<file path="src/rtl/cpu_pkg.sv">
// Shared CPU types and sizes used by the writeback path.
package cpu_pkg;

  localparam int unsigned REG_AW = 5;
  localparam int unsigned XLEN   = 32;
  localparam int unsigned NREGS  = 32;

  typedef struct packed {
    logic [REG_AW-1:0] a;
    logic [XLEN-1:0]   wd;
  } wb_req_t;

  function automatic logic [NREGS-1:0] reg_onehot(input logic [REG_AW-1:0] a);
    logic [NREGS-1:0] v;
    v    = '0;
    v[a] = 1'b1;
    return v;
  endfunction

endpackage

</file>
<file path="src/rtl/wb_fifo.sv">
// Synchronous FIFO of writeback requests; exposes every slot and its valid bit so the
// owner can build a pending-register vector.
module wb_fifo
  import cpu_pkg::*;
#(
  parameter int unsigned DEPTH = 4
) (
  input  logic                  clk,
  input  logic                  reset,
  input  logic                  push,
  input  wb_req_t               push_data,
  input  logic                  pop,
  output wb_req_t               head,
  output logic                  full,
  output logic                  empty,
  output wb_req_t [DEPTH-1:0]   entries,
  output logic    [DEPTH-1:0]   valid
);

  localparam int unsigned PW = (DEPTH > 1) ? $clog2(DEPTH) : 1;
  localparam logic [PW:0] FULL_CNT = (PW + 1)'(DEPTH);

  logic    [PW-1:0]    wr_ptr_q, wr_ptr_d;
  logic    [PW-1:0]    rd_ptr_q, rd_ptr_d;
  logic    [PW:0]      count_q, count_d;
  logic    [DEPTH-1:0] valid_q, valid_d;
  wb_req_t [DEPTH-1:0] mem_q;
  logic                do_push, do_pop;

  assign full    = (count_q == FULL_CNT);
  assign empty   = (count_q == '0);
  // No full-bypass: a push against a full FIFO is refused even if the head pops.
  assign do_push = push && !full;
  assign do_pop  = pop && !empty;

  always_comb begin
    wr_ptr_d = wr_ptr_q;
    rd_ptr_d = rd_ptr_q;
    valid_d  = valid_q;
    count_d  = count_q;
    if (do_pop) begin
      valid_d[rd_ptr_q] = 1'b0;
      rd_ptr_d          = rd_ptr_q + 1'b1;
    end
    if (do_push) begin
      valid_d[wr_ptr_q] = 1'b1;
      wr_ptr_d          = wr_ptr_q + 1'b1;
    end
    unique case ({do_push, do_pop})
      2'b10:   count_d = count_q + 1'b1;
      2'b01:   count_d = count_q - 1'b1;
      default: count_d = count_q;
    endcase
  end

  always_ff @(posedge clk or posedge reset) begin
    if (reset) begin
      wr_ptr_q <= '0;
      rd_ptr_q <= '0;
      count_q  <= '0;
      valid_q  <= '0;
    end else begin
      wr_ptr_q <= wr_ptr_d;
      rd_ptr_q <= rd_ptr_d;
      count_q  <= count_d;
      valid_q  <= valid_d;
    end
  end

  always_ff @(posedge clk) begin
    if (do_push) begin
      mem_q[wr_ptr_q] <= push_data;
    end
  end

  assign head    = mem_q[rd_ptr_q];
  assign entries = mem_q;
  assign valid   = valid_q;

endmodule

</file>
<file path="src/rtl/wb_write_arbiter.sv">
// Register-file write-port arbiter: pipeline writeback has priority, long-unit results queue
// in a FIFO and drain on idle cycles, with a starvation stall to force draining.
module wb_write_arbiter
  import cpu_pkg::*;
#(
  parameter int unsigned DEPTH      = 4,
  parameter int unsigned MAX_STARVE = 8
) (
  input  logic              clk,
  input  logic              reset,
  input  logic              pipe_we,
  input  logic [REG_AW-1:0] pipe_a,
  input  logic [XLEN-1:0]   pipe_wd,
  input  logic              lu_valid,
  output logic              lu_ready,
  input  logic [REG_AW-1:0] lu_a,
  input  logic [XLEN-1:0]   lu_wd,
  output logic              we3,
  output logic [REG_AW-1:0] a3,
  output logic [XLEN-1:0]   wd3,
  output logic [NREGS-1:0]  pend,
  output logic              stall_pipe
);

  localparam int unsigned SW = $clog2(MAX_STARVE + 1);
  localparam logic [SW-1:0] STARVE_MAX = SW'(MAX_STARVE);

  wb_req_t             push_req, head;
  wb_req_t [DEPTH-1:0] fifo_entries;
  logic    [DEPTH-1:0] fifo_valid;
  logic                full, empty, push, pop, pipe_win;
  logic    [SW-1:0]    starve_q, starve_d;

  // A pipeline write to x0 is no write at all, so it must not block the FIFO.
  assign pipe_win = pipe_we && (pipe_a != '0);
  assign lu_ready = !full && !reset;
  assign push     = lu_valid && lu_ready && (lu_a != '0);
  assign pop      = !pipe_win && !empty && !reset;
  assign push_req = '{a: lu_a, wd: lu_wd};

  wb_fifo #(
    .DEPTH(DEPTH)
  ) u_fifo (
    .clk       (clk),
    .reset     (reset),
    .push      (push),
    .push_data (push_req),
    .pop       (pop),
    .head      (head),
    .full      (full),
    .empty     (empty),
    .entries   (fifo_entries),
    .valid     (fifo_valid)
  );

  always_comb begin
    we3 = 1'b0;
    a3  = '0;
    wd3 = '0;
    if (!reset) begin
      if (pipe_win) begin
        we3 = 1'b1;
        a3  = pipe_a;
        wd3 = pipe_wd;
      end else if (!empty) begin
        we3 = 1'b1;
        a3  = head.a;
        wd3 = head.wd;
      end
    end
  end

  always_comb begin
    pend = '0;
    for (int i = 0; i < int'(DEPTH); i++) begin
      if (fifo_valid[i]) begin
        pend = pend | reg_onehot(fifo_entries[i].a);
      end
    end
  end

  always_comb begin
    starve_d = starve_q;
    if (empty || pop) begin
      starve_d = '0;
    end else if (pipe_win && (starve_q != STARVE_MAX)) begin
      starve_d = starve_q + 1'b1;
    end
  end

  always_ff @(posedge clk or posedge reset) begin
    if (reset) begin
      starve_q <= '0;
    end else begin
      starve_q <= starve_d;
    end
  end

  assign stall_pipe = (starve_q == STARVE_MAX) && !empty;

endmodule

</file>
<file path="config.mk">
export PLATFORM = sky130hd
export DESIGN_NAME = wb_write_arbiter
export DESIGN_NICKNAME = d
export VERILOG_FILES = /design/src/rtl/cpu_pkg.sv /design/src/rtl/wb_fifo.sv /design/src/rtl/wb_write_arbiter.sv
export SDC_FILE = /design/constraint.sdc
export NUM_CORES = 1
export LEC_CHECK = 0
export ABC_AREA = 1
export BUFFER_PORTS_ARGS = -buffer_cell sky130_fd_sc_hd__buf_4
export CAP_MARGIN = 30
export CORE_UTILIZATION = 29
export CTS_BUF_LIST = sky130_fd_sc_hd__clkbuf_16
export DETAILED_ROUTE_END_ITERATION = 10
export GPL_ROUTABILITY_DRIVEN = 0
export PLACE_DENSITY = 0.47
export SLEW_MARGIN = 20
export SYNTH_ARGS = -nofsm -noshare
export SYNTH_HDL_FRONTEND = slang
export SYNTH_SLANG_ARGS = --single-unit
</file>
<file path="constraint.sdc">
create_clock -name clk -period 2.7 [get_ports clk]
set_input_delay 0.27 -clock clk [delete_from_list [all_inputs] [get_ports clk]]
set_output_delay 0.27 -clock clk [all_outputs]
set_load 0.01 [all_outputs]
</file>
Word level (Yosys, flattened, before mapping). Cells that the tools add are included.

Input port bits: 78. Word-level logic and storage cells: 102. Register bits: 163. Output and inout bits: 72.

$add $sub $neg: 5. Order comparisons: 12. Mux-type cells: 35. Reductions and logical operators: 26. Bitwise operators: 6. Equal/unequal tests: 5.

Operators by type and width (number): 32-bit two-way mux (7); 148-bit bitwise mux (1); 32-bit OR (3); 37-bit binary-select mux with 2-bit select (1); 37-bit demux with 2-bit select (1); 37-bit two-way mux (2); 5-bit by 6-bit less-than comparator with 1-bit output, second input constant (4); 1-bit demux with 5-bit select (4); 5-bit by 1-bit >= comparator with 1-bit output, second input constant (4); 1-bit logical AND (16); 4-bit two-way mux (4); 5-bit two-way mux (3); 5-bit nonzero test (2); 1-bit two-way mux (9); 2-bit by 3-bit less-than comparator with 1-bit output, second input constant (2); 3-bit case mux with 2 select lines (1); 2-bit by 1-bit adder with 2-bit output, second input constant (2); 4-bit by 1-bit adder with 4-bit output, second input constant (1); 4-bit AND (1); 1-bit demux with 2-bit select (2); 4-bit == test, second input constant (1); 2-bit by 1-bit >= comparator with 1-bit output, second input constant (2); 1-bit zero test (4); 4-bit != test, second input constant (1); 10 further kinds (11).

Depth between registers and ports, before layout. Gate-level depths: netlist of run 1.

Depth in word-level cells: 11. Gate-level depth with buffers: 13. Mapped depth without buffers: 12.

By module. A second synthesis of run 1 with hierarchy kept.

Cell total of the unflattened synthesis: 822. Area total of the unflattened synthesis: 8129.0 um^2.

Modules (own cells, without submodules): wb_fifo (area an instance 6244.7 um^2, cells each 475, times used 1, seq. area each 4719.5 um^2); wb_write_arbiter (area an instance 1884.3 um^2, cells each 347, times used 1, seq. area each 100.1 um^2).

Least setup slack after synthesis of run 1. Ideal clock, no wire load.

Path type: register -> register. From: register u_fifo.count_q[0]. To: register u_fifo.mem_q (netlist bit u_fifo.entries[0]), enable pin. Cell stages (with the launch flop): 7. Setup slack: 542 ps. Data required time: 2308 ps. Arrival time: 1766 ps. Library setup time: 392 ps. Buffers on the path: 0. Clock period less this slack: 2158 ps. Path through: dfrtp_1 nor2_4 a21oi_2 nand3_1 inv_1 nand2_1 inv_1.

Cells in the longest elaborated chain, start to end: 6.

Ends and longest elaborated chain: from (decl) (RTL line wb_fifo.sv:25) `logic [PW:0] count_q, count_d;`; from (signal assigned) (RTL line wb_fifo.sv:65) `count_q <= count_d;`; 3-bit == test (RTL line wb_fifo.sv:30) `assign full = (count_q == FULL_CNT);`; 1-bit zero test (RTL line wb_write_arbiter.sv:36) `assign lu_ready = !full && !reset;`; 1-bit logical AND (RTL line wb_write_arbiter.sv:36); via lu_ready (RTL line wb_write_arbiter.sv:15) `output logic lu_ready,`; 1-bit logical AND (2 in series) (RTL line wb_write_arbiter.sv:37) `assign push = lu_valid && lu_ready && (lu_a != '0);`; 1-bit logical AND (RTL line wb_fifo.sv:33) `assign do_push = push && !full;`; to (signal, indexed assignment) (RTL line wb_fifo.sv:72) `mem_q[wr_ptr_q] <= push_data;`; to (decl) (RTL line wb_fifo.sv:27) `wb_req_t [DEPTH-1:0] mem_q;`.

The timed path passes the listed nets, and every way through them passes these cells. A chain may end at the register's enable or synchronous reset.

Worst setup path in the final report of run 1.
From: register u_fifo.count_q[0]. To: output port wd3[1].

Cells in the longest elaborated chain, start to end: 4.

Ends and longest elaborated chain: 3-bit zero test (RTL line wb_fifo.sv:31) `assign empty = (count_q == '0);`; 32-bit two-way mux (RTL line wb_write_arbiter.sv:65) `end else if (!empty) begin`; 32-bit two-way mux (RTL line wb_write_arbiter.sv:61) `if (pipe_win) begin`; 32-bit two-way mux (RTL line wb_write_arbiter.sv:60) `if (!reset) begin`; to (decl) (RTL line wb_write_arbiter.sv:20) `output logic [XLEN-1:0] wd3,`.

Every way passes these cells.

==> results.ini, run 1 <==
[synthesis]
synth_edf_count=148
synthesis.area_mm2=0.007961
ys_warn_count=0
syn_inst=807
synthDistinctLibCells=33
async_flop_share_pct=9.202
synth_flop_cell=edfxtp_1
ys_seq_area_share_pct=60.54
ys_ff_latch=163
syn_avg_cell_area_um2=9.865
synth_nets=897

[final_layout]
n_fill_cell=2685
final_nets=1045
drive_gt1_share_pct=22.52
synthToLayoutAreaGrowth_pct=26.81
insertedDiodeCount=0

[timing]
worstMarginPinSlew_ps=667.3
fin_crit_sh_pct=86.40
setup_viol=0
fin_crit_ps=2333
rsz0062_at_grt=false
max_freq_ghz=0.4287
slew_viol_final=0
finClkSkew_ps=9.042
setup_tns_ps=0
max_slew_margin_pct=55.17
hold_viol=0

[floorplanning]
ioPinCount=150
fp.dieH_um=167.7
placement_rows=60
core_mm2=0.02695
dieArea_mm2=0.02812
start_util_pct=29.54
die_x_um=167.7

[place]
hpwl_um=14920
port_buffers=149

[clock_network]
cts_hold_buf=0
cts_made_buffers=17
ctsResizeCount=0
path_clk_slew_ps=80
cts_tree=done
post_cts_buffers=0
cts_max_level=4
cts_sinks=163
clock-root-buffer=clkbuf_16
ctsLongestPathBuffers=2
worstSkewPairLatency_ps=430

[critical_path]
slowest_stage=dfrtp_1
worstSetupPathType=register to output port
crit_arrival_ps=2060
crit_path_end_kind=output port
startpoint_type=register
crit_chain=nor2_4, nand2_4, nand2_2, inv_2, nand2_8, buf_4, o21ai_0, buf_4
required_ps=2430
cpMostUsedCell=buf_4
path_buf_inv=3
crit_family=buffers and inverters
crit_path_max_fanout=34
cpPeakStageDelay_ps=440

[route]
m1WireLength_um=10460
vias_per_cell=4.957
wl_met2_um=10480
drt_wl_total_um=22500
highest_layer=met4
drc_errors=0
vias=6489
postRouteAntennaNets=0
drt_first_pass_iters=5
routedWlPerCell_um=17.19
drt_iter0_markers=548
wl_met3_um=1375

[run]
drv_cap=0

[status]
status=completed

[pwr]
ir_drop_mv=0.4303
p_leak_uw=0.004139
power.density_mw_per_mm2=857.1
total_power_uw=8653

[global_routing]
antenna_found_initial=0
grt_pass1_vias=6450
grt_pass1_wl_um=35670
grt_max_degree=54
overflow=0
grtUsageTotal_pct=16.51

[hold_path]
hp-class=input port to register

path summary, 6_finish.rpt:
| check | from | endpoint | slack [ps] | cells after the start |
|---|---|---|---|---|
| min in group asynchronous | reset | starve_q[0] | 80 | 3 |
| min | lu_wd[14] | u_fifo.entries[14] | 40 | 1 |
| max in group asynchronous | reset | u_fifo.rd_ptr_q[0] | 2140 | 3 |
| min reg2reg | u_fifo.count_q[0] | u_fifo.count_q[0] | 560 | 1 |
| max | u_fifo.count_q[0] | wd3[1] | 370 | 8 |
| max reg2reg | u_fifo.count_q[0] | u_fifo.count_q[2] | 600 | 12 |
cells in the final DEF (no fill, tap or decap), types with 6 or more instances in the layout:
cell type	netlist	layout
a21oi_1	29	29
buf_4	2	161
clkbuf_16	0	17
dfrtp_1	15	14
edfxtp_1	148	148
ha_1	11	11
inv_1	49	48
inv_8	0	7
nand2_1	195	195
nand3_1	137	137
nand4_1	7	7
nor2_1	46	46
o211ai_1	6	6
o21ai_0	31	31
o21ai_1	27	27
o221ai_1	12	12
o22ai_1	26	26
or2_2	9	9
sequential cells by signal, indices dropped and copies added (netlist names):
signal,cells
starve_q,4
u_fifo.entries,148
u_fifo.valid,4
u_fifo.wr_ptr_q,2
u_fifo.count_q,3
u_fifo.rd_ptr_q,2
metrics by stage:
stage	hold slack (ps)	setup WS, ps	std cells	cell area, um2	util [%]
6_report	41.78	367.3	1309	10100	37.46
3_5_place_dp	473.7	486.0	1277	9484	35.19
2_1_floorplan	368.9	542.5	807	7961	-
3_3_place_gp	474.7	526.5	1277	9484	35.19
5_1_grt	18.76	201.9	1309	10100	37.46
4_1_cts	14.74	319.1	1309	10100	37.46
final cells by class:
class / instances / area, um2 / area share (%)
Sequential cell: 163 / 4821 / 47.75
Clock inverter: 15 / 186.4 / 1.847
Inverter: 54 / 207.7 / 2.057
Tap cell: 341 / 426.7 / 4.226
Timing Repair Buffer: 165 / 1289 / 12.76
Multi-Input combinational cell: 554 / 2740 / 27.14
Clock buffer: 17 / 425.4 / 4.214
report_power, final:
group          leakage (uW)  internal (uW)  switching, uW  total, uW
Sequential          0.00153           3090            207       3300
Clock              0.000299           1260           1130       2400
Combinational       0.00231           1030           1930       2960
Total               0.00414           5380           3270       8650
layer usage:
layer	vias to the layer above	GRT usage, %
met2	236	27.19
met4	0	4.467
met1	3074	21.53
li1	3161	-
met5	-	0
met3	18	4.113
worst register-to-register path, stage by stage, from the launching register on:
cell	delay, ps
dfrtp_1	430
nor2_4	80
nand2_4	100
nand2_2	70
inv_2	90
nand2_8	60
inv_6	150
ha_1	170
inv_1	60
fa_1	370
a21oi_1	140
o21ai_0	110
xor2_1	150
synth_stat cells, types with 2 or more instances:
cell,n,area [um2]
inv_2,4,15.01
nand2_1,195,732.0
dfrtp_1,15,375.4
nand4_1,7,43.79
nor3_1,5,25.02
buf_1,3,11.26
inv_1,49,183.9
o21ai_0,31,155.2
buf_6,2,22.52
o2111ai_1,2,17.52
o211ai_1,6,45.04
edfxtp_1,148,4444
xor2_1,4,35.03
buf_2,20,100.1
o221ai_1,12,105.1
nand3_1,137,685.7
nor2_1,46,172.7
ha_1,11,137.6
a21oi_1,29,145.1
o21ai_1,27,135.1
o22ai_1,26,162.7
or2_2,9,56.30
clkbuf_1,8,30.03
buf_4,2,15.01
cell families (layout without fill, tap and decap cells):
| logic type | Yosys count | count (layout) | share of synthesized area [%] |
|---|---|---|---|
| and+or+nand+nor | 403 | 403 | 22.16 |
| DFF | 163 | 163 | 60.54 |
| AOI/OAI and AO/OA | 134 | 134 | 9.728 |
| buffers and inverters | 90 | 251 | 5.045 |
| adders and majority gates | 12 | 12 | 1.980 |
| xor gates and xnor gates | 5 | 5 | 0.5500 |
Note: power is estimated with default switching activity, not from simulation.
==> inputs of run 2 (changes only) <==
--- a/config.mk
+++ b/config.mk
@@ -6,7 +6,7 @@
 export NUM_CORES = 1
 export LEC_CHECK = 0
 export ABC_AREA = 1
-export BUFFER_PORTS_ARGS = -buffer_cell sky130_fd_sc_hd__buf_4
+export BUFFER_PORTS_ARGS = -buffer_cell sky130_fd_sc_hd__buf_2
 export CAP_MARGIN = 30
 export CORE_UTILIZATION = 29
 export CTS_BUF_LIST = sky130_fd_sc_hd__clkbuf_16
==> run 2 against run 1 <==
Die area did not move. Clock power increased by 2%. Combinational power fell by 4%. Flip-flop and latch count unchanged. Core utilization down 1.4 points. Cell area decreased by 3.6%. First-iteration DRC count is 13% lower. Non-clock buffer count fell by 1. Worst hold slack better by 9.2 ps.
==> results.ini, run 2 (synthesis gave the netlist of run 1 again) <==
[place]
port_buffers=149  ; unchanged
placedInstanceArea_mm2=0.009104  ; was 0.009484 mm2
dpl.cell_count=1276  ; was 1277
hpwl_um=14710  ; was 14920 um

[clock_network]
post_cts_buffers=0  ; unchanged
cts_tree=done  ; unchanged
cts_max_level=4  ; unchanged
cts_made_buffers=17  ; unchanged
ctsResizeCount=0  ; unchanged
clock-root-buffer=clkbuf_16  ; unchanged
path_clk_slew_ps=80  ; about the same
cts_sinks=163  ; unchanged
ctsLongestPathBuffers=2  ; unchanged
worstSkewPairLatency_ps=430  ; about the same
cts_hold_buf=0  ; unchanged

[critical_path]
crit_path_end_kind=output port  ; unchanged
required_ps=2430  ; about the same
startpoint_type=register  ; unchanged
crit_path_max_fanout=57  ; was 34
crit_arrival_ps=2070  ; was 2060 ps
worstSetupPathType=register to output port  ; unchanged

[global_routing]
grt_max_degree=79  ; was 54
grtUsageTotal_pct=16.21  ; was 16.51%
grt_pass1_vias=6162  ; was 6450
antenna_found_initial=4  ; was 0
grt_pass1_wl_um=34770  ; was 35670 um
overflow=0  ; unchanged

[route]
drt_wl_total_um=22280  ; was 22500 um
routedWlPerCell_um=17.02  ; was 17.19 um
drt_iter0_markers=476  ; was 548
postRouteAntennaNets=0  ; unchanged
drt_first_pass_iters=5  ; unchanged
vias_per_cell=4.934  ; was 4.957
drc_errors=0  ; unchanged
vias=6458  ; was 6489

[final_layout]
regArea_mm2=0.004821  ; unchanged
fin_area_mm2=0.009731  ; was 0.01010 mm2
drive_gt1_share_pct=22.44  ; was 22.52%
final_cell_mix=nand2_1 (195), buf_2 (149), edfxtp_1 (148), nand3_1 (137), nor2_1 (46)  ; was nand2_1 (195), buf_4 (161), edfxtp_1 (148), nand3_1 (137), inv_1 (48)
final_nets=1044  ; was 1045
n_fill_cell=2730  ; was 2685
synthToLayoutAreaGrowth_pct=22.22  ; was 26.81%
final_common_cell=nand2_1  ; unchanged
multi_input_comb_area_mm2=0.002740  ; unchanged
largest_reg_flops=148  ; unchanged
final_cells=1309  ; unchanged

[timing]
hold_viol=0  ; unchanged
slew_viol_final=0  ; unchanged
max_freq_ghz=0.4270  ; was 0.4287 GHz
max_slew_margin_pct=56.69  ; was 55.17%
setup_tns_ps=0  ; unchanged
fin_crit_ps=2342  ; was 2333 ps
worstMarginPinSlew_ps=649.7  ; was 667.3 ps
fin_crit_sh_pct=86.74  ; was 86.40%
setup_viol=0  ; unchanged
rsz0062_at_grt=false  ; unchanged
finClkSkew_ps=15.30  ; was 9.042 ps

[floorplanning]
die_x_um=167.7  ; unchanged
placement_rows=60  ; unchanged
start_util_pct=29.54  ; unchanged
ioPinCount=150  ; unchanged
dieArea_mm2=0.02812  ; unchanged
fp.dieH_um=167.7  ; unchanged
core_mm2=0.02695  ; unchanged

[pwr]
p_leak_uw=0.004030  ; was 0.004139 uW
power.density_mw_per_mm2=878.9  ; was 857.1 mW/mm2
ir_drop_mv=0.3840  ; was 0.4303 mV

[run]
drv_cap=0  ; unchanged

[status]
status=completed  ; unchanged

[hold_path]
hp-class=input port to asynchronous set/reset pin  ; was input port to register

## run 2: cell types whose count changed in the layout (fill, tap and decap cells not counted), sizes merged
cell,change
diode,+1
clkinv,+5
inv,-5
buf,-1
## run 2: final timing paths
check / end / depth (start not counted) / from / slack, ps
min: starve_q[2] / 3 / reset / 50
max reg2reg: u_fifo.count_q[2] / 12 / u_fifo.count_q[0] / 590
min reg2reg: u_fifo.count_q[0] / 1 / u_fifo.count_q[0] / 570
max in group asynchronous: u_fifo.rd_ptr_q[0] / 3 / reset / 2170
max: wd3[7] / 7 / u_fifo.rd_ptr_q[0] / 360
min in group clk: u_fifo.entries[90] / 1 / lu_wd[16] / 50
## run 2: report_power, final
group          total (uW)  internal, uW  leakage (uW)  switching, uW
registers            3280          3090       0.00153            185
logic                2830           880       0.00220           1950
clock network        2450          1270      0.000301           1170
total                8550          5250       0.00403           3310
## run 2: final cells by class
| class | instances | share of cell area (%) |
|---|---|---|
| Antenna cell | 1 | 0.02572 |
| Clock buffer | 17 | 4.372 |
| Clock inverter | 15 | 2.044 |
| Timing Repair Buffer | 164 | 9.335 |
| Inverter | 54 | 2.134 |
| Tap cell | 341 | 4.385 |
| Multi-Input combinational cell | 554 | 28.16 |
| Sequential cell | 163 | 49.54 |
## run 2: routing by layer
layer	wire, um	share of wire, %	global-route usage, %	up-vias
li1	-	-	-	3165
met1	10640	48	21.79	3061
met2	10270	46	26.36	201
met3	1034	4.6	3.427	25
met4	295	1.3	4.467	6
met5	35	0.16	0	-
## run 2: metrics by stage
step | total power, uW | worst slack, ps | hold slack, ps | utilization [%]
after floorplan | 5170 | 542.5 | 368.9 | -
after global placement | 6187 | 526.3 | 488.1 | 33.78
after detailed placement | 6208 | 507.9 | 488.1 | 33.78
after CTS | 8659 | 321.2 | 38.41 | 36.10
after global routing | 9119 | 177.2 | 36.26 | 36.10
final | 8552 | 358.0 | 51.01 | 36.10
## run 2: worst max-delay path: stages, from the launching register on
cell,delay [ps]
dfrtp_2,430
inv_2,300
buf_12,300
nand2_1,90
nand3_1,70
nand2_1,120
o21ai_1,140
buf_2,140
==> inputs of run 3 (changes only) <==
==> constraint.sdc (replaced) <==
create_clock -name clk -period 2.2 [get_ports clk]
set_input_delay 0.22 -clock clk [delete_from_list [all_inputs] [get_ports clk]]
set_output_delay 0.22 -clock clk [all_outputs]
set_load 0.01 [all_outputs]
==> run 3 against run 2 <==
Highest routed layer is now met4. Global-route usage grew 0.20 points. Setup slack worse by 280 ps. Largest cell class unchanged. Die area stayed put.
==> results.ini, run 3 (synthesis gave the netlist of run 1 again) <==
[timing]
setup_viol=0  ; unchanged
hold_viol=0  ; unchanged
max_freq_ghz=0.4710
finClkSkew_ps=10.16  ; was 15.30 ps
worstMarginPinSlew_ps=645.8  ; was 649.7 ps
rsz0062_at_grt=true  ; was false
max_slew_margin_pct=56.95  ; was 56.69%
fin_crit_ps=2123
whs_ps=15.85  ; was 51.01 ps
fin_crit_sh_pct=96.51
slew_viol_final=0  ; unchanged

[clock_network]
cts_made_buffers=17  ; unchanged
worstSkewPairLatency_ps=430  ; about the same
cts_tree=done  ; unchanged
clock-root-buffer=clkbuf_16  ; unchanged
cts_max_level=4  ; unchanged
cts_sinks=163  ; unchanged
ctsLongestPathBuffers=2  ; unchanged
path_clk_slew_ps=70  ; was 80 ps

[critical_path]
crit_arrival_ps=1900  ; was 2070 ps
required_ps=1980  ; was 2430 ps
worstSetupPathType=register to output port  ; unchanged
crit_family=simple AND/OR/NAND/NOR gates  ; was buffers and inverters
path_buf_inv=2  ; was 3
crit_path_end_kind=output port  ; unchanged
crit_chain=inv_1, nand3_1, or2_2, o2111ai_1, buf_2  ; was inv_2, buf_12, nand2_1, nand3_1, nand2_1, o21ai_1, buf_2
startpoint_type=register  ; unchanged
crit_path_max_fanout=6  ; was 57
slowest_stage=edfxtp_1  ; was dfrtp_2
cpPeakStageDelay_ps=500  ; was 430 ps

[global_routing]
antenna_found_initial=0  ; was 4
grt_pass1_wl_um=35280  ; was 34770 um
overflow=0  ; unchanged
grtUsageTotal_pct=16.41  ; was 16.21%
grt_pass1_vias=6215  ; was 6162
grt_max_degree=79  ; unchanged

[route]
routedWlPerCell_um=16.87  ; was 17.02 um
vias=6502  ; was 6458
drt_wl_total_um=22440  ; was 22280 um
vias_per_cell=4.889  ; was 4.934
highest_layer=met4  ; was met5
postRouteAntennaNets=0  ; unchanged
m1WireLength_um=10480  ; was 10640 um
drt_first_pass_iters=5  ; unchanged
wl_met2_um=10230  ; was 10270 um
drt_iter0_markers=527  ; was 476
wl_met3_um=1248  ; was 1034 um
drc_errors=0  ; unchanged

[pwr]
power.density_mw_per_mm2=1060  ; was 878.9 mW/mm2
p_leak_uw=0.004142  ; was 0.004030 uW
total_power_uw=10590  ; was 8552 uW
ir_drop_mv=0.4889  ; was 0.3840 mV

[status]
status=completed  ; unchanged

[floorplanning]
core_mm2=0.02695  ; unchanged
ioPinCount=150  ; unchanged
die_x_um=167.7  ; unchanged
start_util_pct=29.54  ; unchanged
placement_rows=60  ; unchanged
dieArea_mm2=0.02812  ; unchanged
fp.dieH_um=167.7  ; unchanged

[run]
drv_cap=0  ; unchanged

[place]
placedInstanceArea_mm2=0.009179  ; was 0.009104 mm2
port_buffers=149  ; unchanged
hpwl_um=14700  ; was 14710 um

[hold_path]
hp-class=input port to asynchronous set/reset pin  ; unchanged

[final_layout]
largest_reg_flops=148  ; unchanged
synthToLayoutAreaGrowth_pct=25.44  ; was 22.22%
insertedDiodeCount=0  ; was 1
fin_area_mm2=0.009987  ; was 0.009731 mm2
drive_gt1_share_pct=22.85  ; was 22.44%
final_nets=1066  ; was 1044
final_common_cell=nand2_1  ; unchanged
utilization_pct=37.06  ; was 36.10%
final_cell_mix=nand2_1 (195), buf_2 (149), edfxtp_1 (148), nand3_1 (137), nor2_1 (46)  ; unchanged

## run 3: stage by stage
step / setup TNS, ps / cells / worst slack [ps]
2_1_floorplan: 0 / 807 / 42.46
3_3_place_gp: 0 / 1281 / 221.8
3_5_place_dp: 0 / 1281 / 208.0
4_1_cts: 0 / 1328 / 12.15
5_1_grt: -92.87 / 1330 / -30.57
6_report: 0 / 1330 / 76.73
## run 3: per-layer routing
layer  vias up  global-route usage, %
li1       3201                      -
met1      3049                  22.04
met2       221                  26.20
met3        31                  3.545
met4         0                  5.505
met5         -                      0
## run 3: path summary, 6_finish.rpt
kind | to | from | slack (ps) | cells after the start
min reg2reg | u_fifo.count_q[1] | u_fifo.count_q[1] | 580 | 2
max | pend[7] | u_fifo.entries[146] | 80 | 5
min | starve_q[1] | reset | 20 | 3
max reg2reg | u_fifo.count_q[2] | u_fifo.count_q[0] | 130 | 12
min in group clk | u_fifo.entries[126] | lu_wd[15] | 20 | 1
max in group asynchronous | u_fifo.rd_ptr_q[0] | reset | 1700 | 3
## run 3: timing repair
| action | 4_1_cts | 5_1_grt |
|---|---|---|
| endpoints found under the setup margin | 27 | 41 |
| pin swaps | 0 | 0 |
| setup buffers | 0 | 1 |
| resized for setup | 1 | 9 |
| hold buffers | 16 | 1 |
| hold endpoints to repair | 52 | 4 |
## run 3: worst reg2reg max path: cells and delay by family, from the launching register on
family / cells / cell delay [ps]
simple gates: 4 / 310
fa+ha+maj: 2 / 530
buf+inv: 3 / 290
compound gates: 2 / 260
flops: 1 / 410
xor+xnor: 1 / 150
## run 3: cell type report
| class | count | area, um2 |
|---|---|---|
| clock buffer | 17 | 425.4 |
| timing repair buffer | 186 | 1165 |
| fill | 2712 | 16960 |
| multi-input combinational | 554 | 2760 |
| inverter | 54 | 212.7 |
| sequential | 163 | 4821 |
| tap | 341 | 426.7 |
| clock inverter | 15 | 176.4 |
## run 3: report_power, final
group | switching, uW | internal, uW
Combinational | 2420 | 1200
Sequential | 234 | 3790
Clock | 1400 | 1540
Total | 4050 | 6540
